File: config.mk
export PLATFORM = sky130hd
export DESIGN_NAME = mem_arbiter
export DESIGN_NICKNAME = d
export VERILOG_FILES = /design/src/rtl/mem_arbiter.sv
export SDC_FILE = /design/constraint.sdc
export NUM_CORES = 1
export LEC_CHECK = 0
export BUFFER_PORTS_ARGS = -buffer_cell sky130_fd_sc_hd__buf_2
export CORE_AREA = 2 2 343 345
export DETAILED_ROUTE_END_ITERATION = 8
export DIE_AREA = 0 0 345 347
export MAX_ROUTING_LAYER = met4
export PLACE_DENSITY = 0.33
export SLEW_MARGIN = 20
export SYNTH_ARGS = -nofsm -noshare
export SYNTH_HDL_FRONTEND = slang
export SYNTH_SLANG_ARGS = --single-unit
File: constraint.sdc
create_clock -name clk -period 3.85 [get_ports clk]
set_clock_uncertainty 0.1 [all_clocks]
set_input_delay 0 -clock clk [delete_from_list [all_inputs] [get_ports clk]]
set_output_delay 0 -clock clk [all_outputs]
set_load 0.03 [all_outputs]
File: src/rtl/mem_arbiter.sv
// Two-client round-robin arbiter sharing one 128-bit line-fill/write-back memory port.
// Latency: request sampled at edge N -> arb2mem_valid from N+1; memory ready at M -> client ready at M+1.
// Backpressure: a client holds valid until its ready pulse; one transaction in flight, watchdog aborts stalls.
//
// Ports:
//   clk, r (async active-low reset)
//   c0_*/c1_* : client request (valid, rw, addr, wdata) and response (rdata, ready, err)
//   arb2mem_* : registered memory request (valid, rw, addr, data)
//   mem2arb_* : memory response (data, ready)
//   busy      : high while a transaction is in ISSUE or DONE
module mem_arbiter #(
    parameter int TIMEOUT = 64
) (
    input  logic         clk,
    input  logic         r,
    input  logic         c0_valid,
    input  logic         c0_rw,
    input  logic [31:0]  c0_addr,
    input  logic [127:0] c0_wdata,
    output logic [127:0] c0_rdata,
    output logic         c0_ready,
    output logic         c0_err,
    input  logic         c1_valid,
    input  logic         c1_rw,
    input  logic [31:0]  c1_addr,
    input  logic [127:0] c1_wdata,
    output logic [127:0] c1_rdata,
    output logic         c1_ready,
    output logic         c1_err,
    output logic         arb2mem_valid,
    output logic         arb2mem_rw,
    output logic [31:0]  arb2mem_addr,
    output logic [127:0] arb2mem_data,
    input  logic [127:0] mem2arb_data,
    input  logic         mem2arb_ready,
    output logic         busy
);

    // Counter holds 0..TIMEOUT; a disabled watchdog still keeps a 1-bit counter.
    localparam int CW = (TIMEOUT > 0) ? $clog2(TIMEOUT + 1) : 1;
    localparam logic [CW-1:0] CNT_LAST = (TIMEOUT > 0) ? CW'(TIMEOUT - 1) : '0;
    localparam logic [CW-1:0] CNT_MAX  = {CW{1'b1}};

    typedef enum logic [1:0] {
        S_IDLE,
        S_ISSUE,
        S_DONE
    } state_t;

    state_t         r_state;
    logic           r_grant;
    logic           r_last_grant;
    logic           r_rw;
    logic [31:0]    r_addr;
    logic [127:0]   r_wdata;
    logic [127:0]   r_resp;
    logic [CW-1:0]  r_cnt;
    logic           r_mem_vld;
    logic           r_busy;
    logic           r_c0_ready;
    logic           r_c1_ready;
    logic           r_c0_err;
    logic           r_c1_err;

    logic           w_any_req;
    logic           w_pick_c1;
    logic           w_timeout;

    always_comb begin
        w_any_req = c0_valid | c1_valid;
        // On a tie the client that was not served last wins.
        w_pick_c1 = c1_valid & (~c0_valid | ~r_last_grant);
        w_timeout = (TIMEOUT != 0) && (r_cnt == CNT_LAST);
    end

    always_ff @(posedge clk or negedge r) begin
        if (!r) begin
            r_state      <= S_IDLE;
            r_grant      <= 1'b0;
            r_last_grant <= 1'b1;
            r_rw         <= 1'b0;
            r_addr       <= '0;
            r_wdata      <= '0;
            r_resp       <= '0;
            r_cnt        <= '0;
            r_mem_vld    <= 1'b0;
            r_busy       <= 1'b0;
            r_c0_ready   <= 1'b0;
            r_c1_ready   <= 1'b0;
            r_c0_err     <= 1'b0;
            r_c1_err     <= 1'b0;
        end else begin
            case (r_state)
                S_IDLE: begin
                    if (w_any_req) begin
                        r_grant   <= w_pick_c1;
                        r_rw      <= w_pick_c1 ? c1_rw    : c0_rw;
                        r_addr    <= w_pick_c1 ? c1_addr  : c0_addr;
                        r_wdata   <= w_pick_c1 ? c1_wdata : c0_wdata;
                        r_cnt     <= '0;
                        r_mem_vld <= 1'b1;
                        r_busy    <= 1'b1;
                        r_state   <= S_ISSUE;
                    end
                end
                S_ISSUE: begin
                    // Memory completion takes priority over a simultaneous timeout.
                    if (mem2arb_ready) begin
                        r_resp     <= mem2arb_data;
                        r_c0_ready <= ~r_grant;
                        r_c1_ready <= r_grant;
                        r_c0_err   <= 1'b0;
                        r_c1_err   <= 1'b0;
                        r_mem_vld  <= 1'b0;
                        r_state    <= S_DONE;
                    end else if (w_timeout) begin
                        r_resp     <= '0;
                        r_c0_ready <= ~r_grant;
                        r_c1_ready <= r_grant;
                        r_c0_err   <= ~r_grant;
                        r_c1_err   <= r_grant;
                        r_mem_vld  <= 1'b0;
                        r_state    <= S_DONE;
                    end else if (r_cnt != CNT_MAX) begin
                        r_cnt <= r_cnt + CW'(1);
                    end
                end
                S_DONE: begin
                    r_c0_ready   <= 1'b0;
                    r_c1_ready   <= 1'b0;
                    r_c0_err     <= 1'b0;
                    r_c1_err     <= 1'b0;
                    r_last_grant <= r_grant;
                    r_busy       <= 1'b0;
                    r_state      <= S_IDLE;
                end
                default: begin
                    r_state <= S_IDLE;
                end
            endcase
        end
    end

    assign arb2mem_valid = r_mem_vld;
    assign arb2mem_rw    = r_rw;
    assign arb2mem_addr  = r_addr;
    assign arb2mem_data  = r_wdata;
    assign c0_rdata      = r_resp;
    assign c1_rdata      = r_resp;
    assign c0_ready      = r_c0_ready;
    assign c1_ready      = r_c1_ready;
    assign c0_err        = r_c0_err;
    assign c1_err        = r_c1_err;
    assign busy          = r_busy;

endmodule

Word level (Yosys, flattened, before mapping)
Index checks and enable logic that the tools add are counted.
Operators by class
  add/sub/neg operators: 1
  bitwise gates (word level): 6
  equality and inequality tests: 9
  reductions and logical operators: 12
  multiplexer cells: 29
Operator list (number)
  128-bit 2-to-1 mux: 3
  32-bit 2-to-1 mux: 1
  7-bit 2-to-1 mux: 4
  7-bit one-hot mux with 2 select lines: 1
  1-bit one-hot mux with 2 select lines: 6
  1-bit 2-to-1 mux: 10
  2-bit AND reduction: 5
  2-bit != test, second input constant: 4
  2-bit nonzero test: 4
  7-bit by 1-bit adder with 7-bit output, second input constant: 1
  7-bit by 6-bit equality test with 1-bit output, second input constant: 1
  7-bit != test, second input constant: 1
  2-bit 2-to-1 mux: 3
  5-bit AND reduction: 1
  2-bit one-hot mux with 2 select lines: 1
  3-bit != test, second input constant: 1
  1-bit inverter: 3
  3-bit AND reduction: 1
  2-bit by 1-bit equality test with 1-bit output, second input constant: 1
  2-bit equality test, second input constant: 1
  2-bit zero test: 1
  1-bit bitwise OR: 2
  1-bit bitwise AND: 1
Storage, ports and cells
  register bits after elaboration: 306

Longest topological paths before layout
  depth after elaboration: 5
  depth in mapped cells: 7
  gate-level depth less buffers: 6

Least setup slack after synthesis
No wires, ideal clock.
  path type: reg-to-reg
  from: register r_cnt[0]
  to: register r_c1_ready (netlist: c1_ready)
  arrival: 1.466 ns
  setup slack: 2.163 ns
  setup time: 0.121 ns
  data required time: 3.629 ns
  stages on the path, launching flop included: 6
  path buffers: 0
  cell sequence: dfrtp_1 -> ha_1 -> nand2_2 -> or4_1 -> a31o_1 -> a22o_1
Between the ends
  longest elaborated chain between the ends: 3
Ends and longest elaborated chain
  start, declared: line 57  | logic [CW-1:0] r_cnt;
  start signal, assigned: line 125  | r_cnt <= r_cnt + CW'(1);
  7-bit by 6-bit equality test with 1-bit output: line 73  | w_timeout = (TIMEOUT != 0) && (r_cnt == CNT_LAST);
  3-bit != test (no line)
  2-bit AND reduction (no line)
  end signal, assigned: line 111  | r_c1_ready <= r_grant;
  end signal, assigned: line 119  | r_c1_ready <= r_grant;
  end, declared: line 61  | logic r_c1_ready;
No other way between the ends.
A chain may end at the register's enable or synchronous reset.

Worst setup path after layout
  from: register r_last_grant
  to: register r_wdata[99] (netlist: arb2mem_data[99])
Between the ends
  longest elaborated chain between the ends: 4
Ends and longest elaborated chain
  start, declared: line 52  | logic r_last_grant;
  start signal, assigned: line 133  | r_last_grant <= r_grant;
  1-bit inverter: line 72  | w_pick_c1 = c1_valid & (~c0_valid | ~r_last_grant);
  1-bit bitwise OR: line 72
  1-bit bitwise AND: line 72
  128-bit 2-to-1 mux: line 99  | r_wdata <= w_pick_c1 ? c1_wdata : c0_wdata;
  end signal, assigned: line 99
  end, declared: line 55  | logic [127:0] r_wdata;
No other way between the ends.

==> metrics.txt <==
CTS tree done; WHS 0.0349 ns; die height between 300 and 400 um; Syn Std Cell Area between 10,000 and 15,000 um2; Initial Util 11.8%; status finished, final reports clean; row count ~130; CP startpoint kind flip-flop; post-DP HPWL ~55 mm; worst-margin pin slew roughly 0.7 ns; Static Leakage 0.0124 uW; syn nets 1,651; Syn-to-layout area delta 83.6%; Setup TNS Final 0 ns; Worst EP required 4.22 ns; DRT Wirelength 71.7 mm; top post-synthesis cells by area dfrtp_1 56%, mux2i_1 12%, a22o_1 8.3%; Crit. End Element flip-flop; GP Congestion slightly above 0.8; # hold bufs at CTS about 460; Final setup viols 0; synth warn 0; Setup Buffers After CTS 0; first-pass GRT wire length just over 100 mm; PostCTS Resize Cnt 0; Core Region 116,000 um2; wire per inst around 18 um; Reg-to-Reg Start r_last_grant; DRC Markers 0; VDD IR-drop max 0.340 mV; Mapped Avg Cell Area 11.4 um2; Worst EP arrival approximately 3.4 ns; clock root buffer master clkbuf_16; CP max FO 49; max-slew violation count 0; clock sink count 306; clock latency on the worst-skew pair 0.58 ns; CTS Buf Count between 40 and 50; CTS HTree Levels 2; Final Hold Fails 0; vias in the first global route 14.9k; I/O Buffers 877; IO Pins 878; First DRT Iteration DRCs 608; top post-synthesis cells by count 305 x dfrtp_1, 169 x nand2_1, 161 x mux2i_1, 150 x buf_4, 129 x a22o_1; Yosys top cell area share approximately 56%; # fillers 12.7k; Pwr Density 835 nW/um2; nets 2,845; Setup CP Type flip-flop to flip-flop; total track usage 12.0%; sequential element share of the synthesized area 56.3%; Worst Setup SP r_last_grant; flop and latch count out of synthesis 306; Clk pin slew, worst setup/hold paths ~0.06 ns; Mapped Cells between 1k and 1.5k; post-route ant nets 0; Achievable Freq 0.334 GHz; max_cap viols 0; Tcrit/Tclk final 77.7%; DIE AREA 120,000 um2; Hold Path Class input port to async pin; min cycle time layout 2.99 ns; largest net degree at the start of global routing 131; Die X roughly 350 um; Worst slew margin about 53%; Vias 13.9k; TritonRoute pass-1 iters 6; storage element area between 7000 and 8000 um2; multi-input combinational cell area ~4600 um2; cell type with the largest total area after synthesis dfrtp_1; DR vias/cell 3.51; RSZ-0062 raised after global routing false; initial antenna violation count 38; share of post-route cells with drive strength above 1 40.4%; Longest Clk Path Bufs 3; Primary FF master, synth dfrtp_1; Post-synth EDFFs 0; fraction of registers with async set/reset 100%; GR Overflow Total 0; unique cell type count in the Yosys netlist 38; most common cell in the synthesized netlist dfrtp_1
[worst max-delay path: stages, from the launching register on]
cell and delay (ns):
dfstp_2 0.38, a21boi_4 0.32, buf_12 0.37, mux2i_1 0.31
dlygate4sd3_1 0.63, o21ai_0 0.08, dlygate4sd3_1 0.58
[metrics by stage]
| step | std cells | worst slack, ns | instance area [um2] | util, % | total power, uW |
|---|---|---|---|---|---|
| 2_1_floorplan | 1195 | 2.16 | 13600 | - | 13300 |
| 3_3_place_gp | 3407 | 1.63 | 18800 | 16.3 | 16300 |
| 3_5_place_dp | 3407 | 1.59 | 18800 | 16.3 | 16300 |
| 4_1_cts | 3944 | 0.769 | 24900 | 21.5 | 21200 |
| 5_1_grt | 3961 | 0.697 | 25000 | 21.6 | 22100 |
| 6_report | 3965 | 0.857 | 25000 | 21.6 | 20900 |
[logic make-up after synthesis]
| kind of cell | Yosys count | share of synthesized area, % |
|---|---|---|
| buf+inv | 216 | 10.5 |
| simple gates | 197 | 5.87 |
| flops | 306 | 56.3 |
| compound gates | 312 | 15.3 |
| fa+ha+maj | 1 | 0.0919 |
| mux | 163 | 12.0 |
[per-layer routing]
| layer | up-vias | track usage (%) | routed length (um) |
|---|---|---|---|
| li1 | 6515 | - | - |
| met2 | 581 | 20.7 | 36200 |
| met1 | 6700 | 13.1 | 28200 |
| met3 | 124 | 3.81 | 5350 |
| met4 | 0 | 3.39 | 2020 |
| met5 | - | - | 0 |
[worst paths after layout]
check / end / slack, ns / depth (start not counted)
worst max-delay path: arb2mem_data[99] / 0.86 / 6
worst min-delay path: arb2mem_addr[29] / 0.03 / 3
worst max register to register: arb2mem_data[99] / 0.86 / 6
worst min register to register: arb2mem_addr[9] / 0.37 / 2
max in group asynchronous: c0_rdata[48] / 3.16 / 3
min in group clk: c0_rdata[106] / 0.07 / 3
[area by class of cell]
| type | count | area share [%] |
|---|---|---|
| Timing Repair Buffer | 1363 | 37.4 |
| Sequential cell | 306 | 30.6 |
| Multi-Input combinational cell | 673 | 18.3 |
| Tap cell | 1524 | 7.63 |
| Clock buffer | 61 | 4.94 |
| Clock inverter | 13 | 0.831 |
| Antenna cell | 21 | 0.210 |
| Inverter | 4 | 0.0601 |
[registers in the layout (all words and copies together) (netlist names)]
register,cells
r_grant,1
c0_ready,1
c1_ready,1
r_cnt,7
arb2mem_rw,1
c0_rdata,128
c1_err,1
r_state,2
busy,1
arb2mem_data,128
arb2mem_valid,1
arb2mem_addr,32
c0_err,1
r_last_grant,1
[where the power goes]
group / total [uW] / switching [uW] / internal [uW]
sequential: 6070 / 1300 / 4760
clock: 4140 / 1590 / 2560
combinational: 10700 / 7290 / 3370
[placed cells by master, fill, tap and decap left out, types with 2 or more instances in the layout]
master,count
buf_4,13
clkinv_2,4
nand2_1,169
dlygate4sd3_1,462
or4_1,3
a21oi_1,4
inv_6,2
mux2_2,2
dfrtp_1,305
diode_2,21
nor2_1,4
bufinv_16,5
o21ai_0,88
o2bb2ai_1,3
o21ai_1,79
inv_1,3
nand3_1,6
nor3_1,3
mux2i_1,161
buf_2,876
clkbuf_1,9
buf_12,10
a22o_1,129
clkbuf_16,43
and2_1,2
clkbuf_8,9
nor2b_1,2
(Power assumes the default switching activity.)
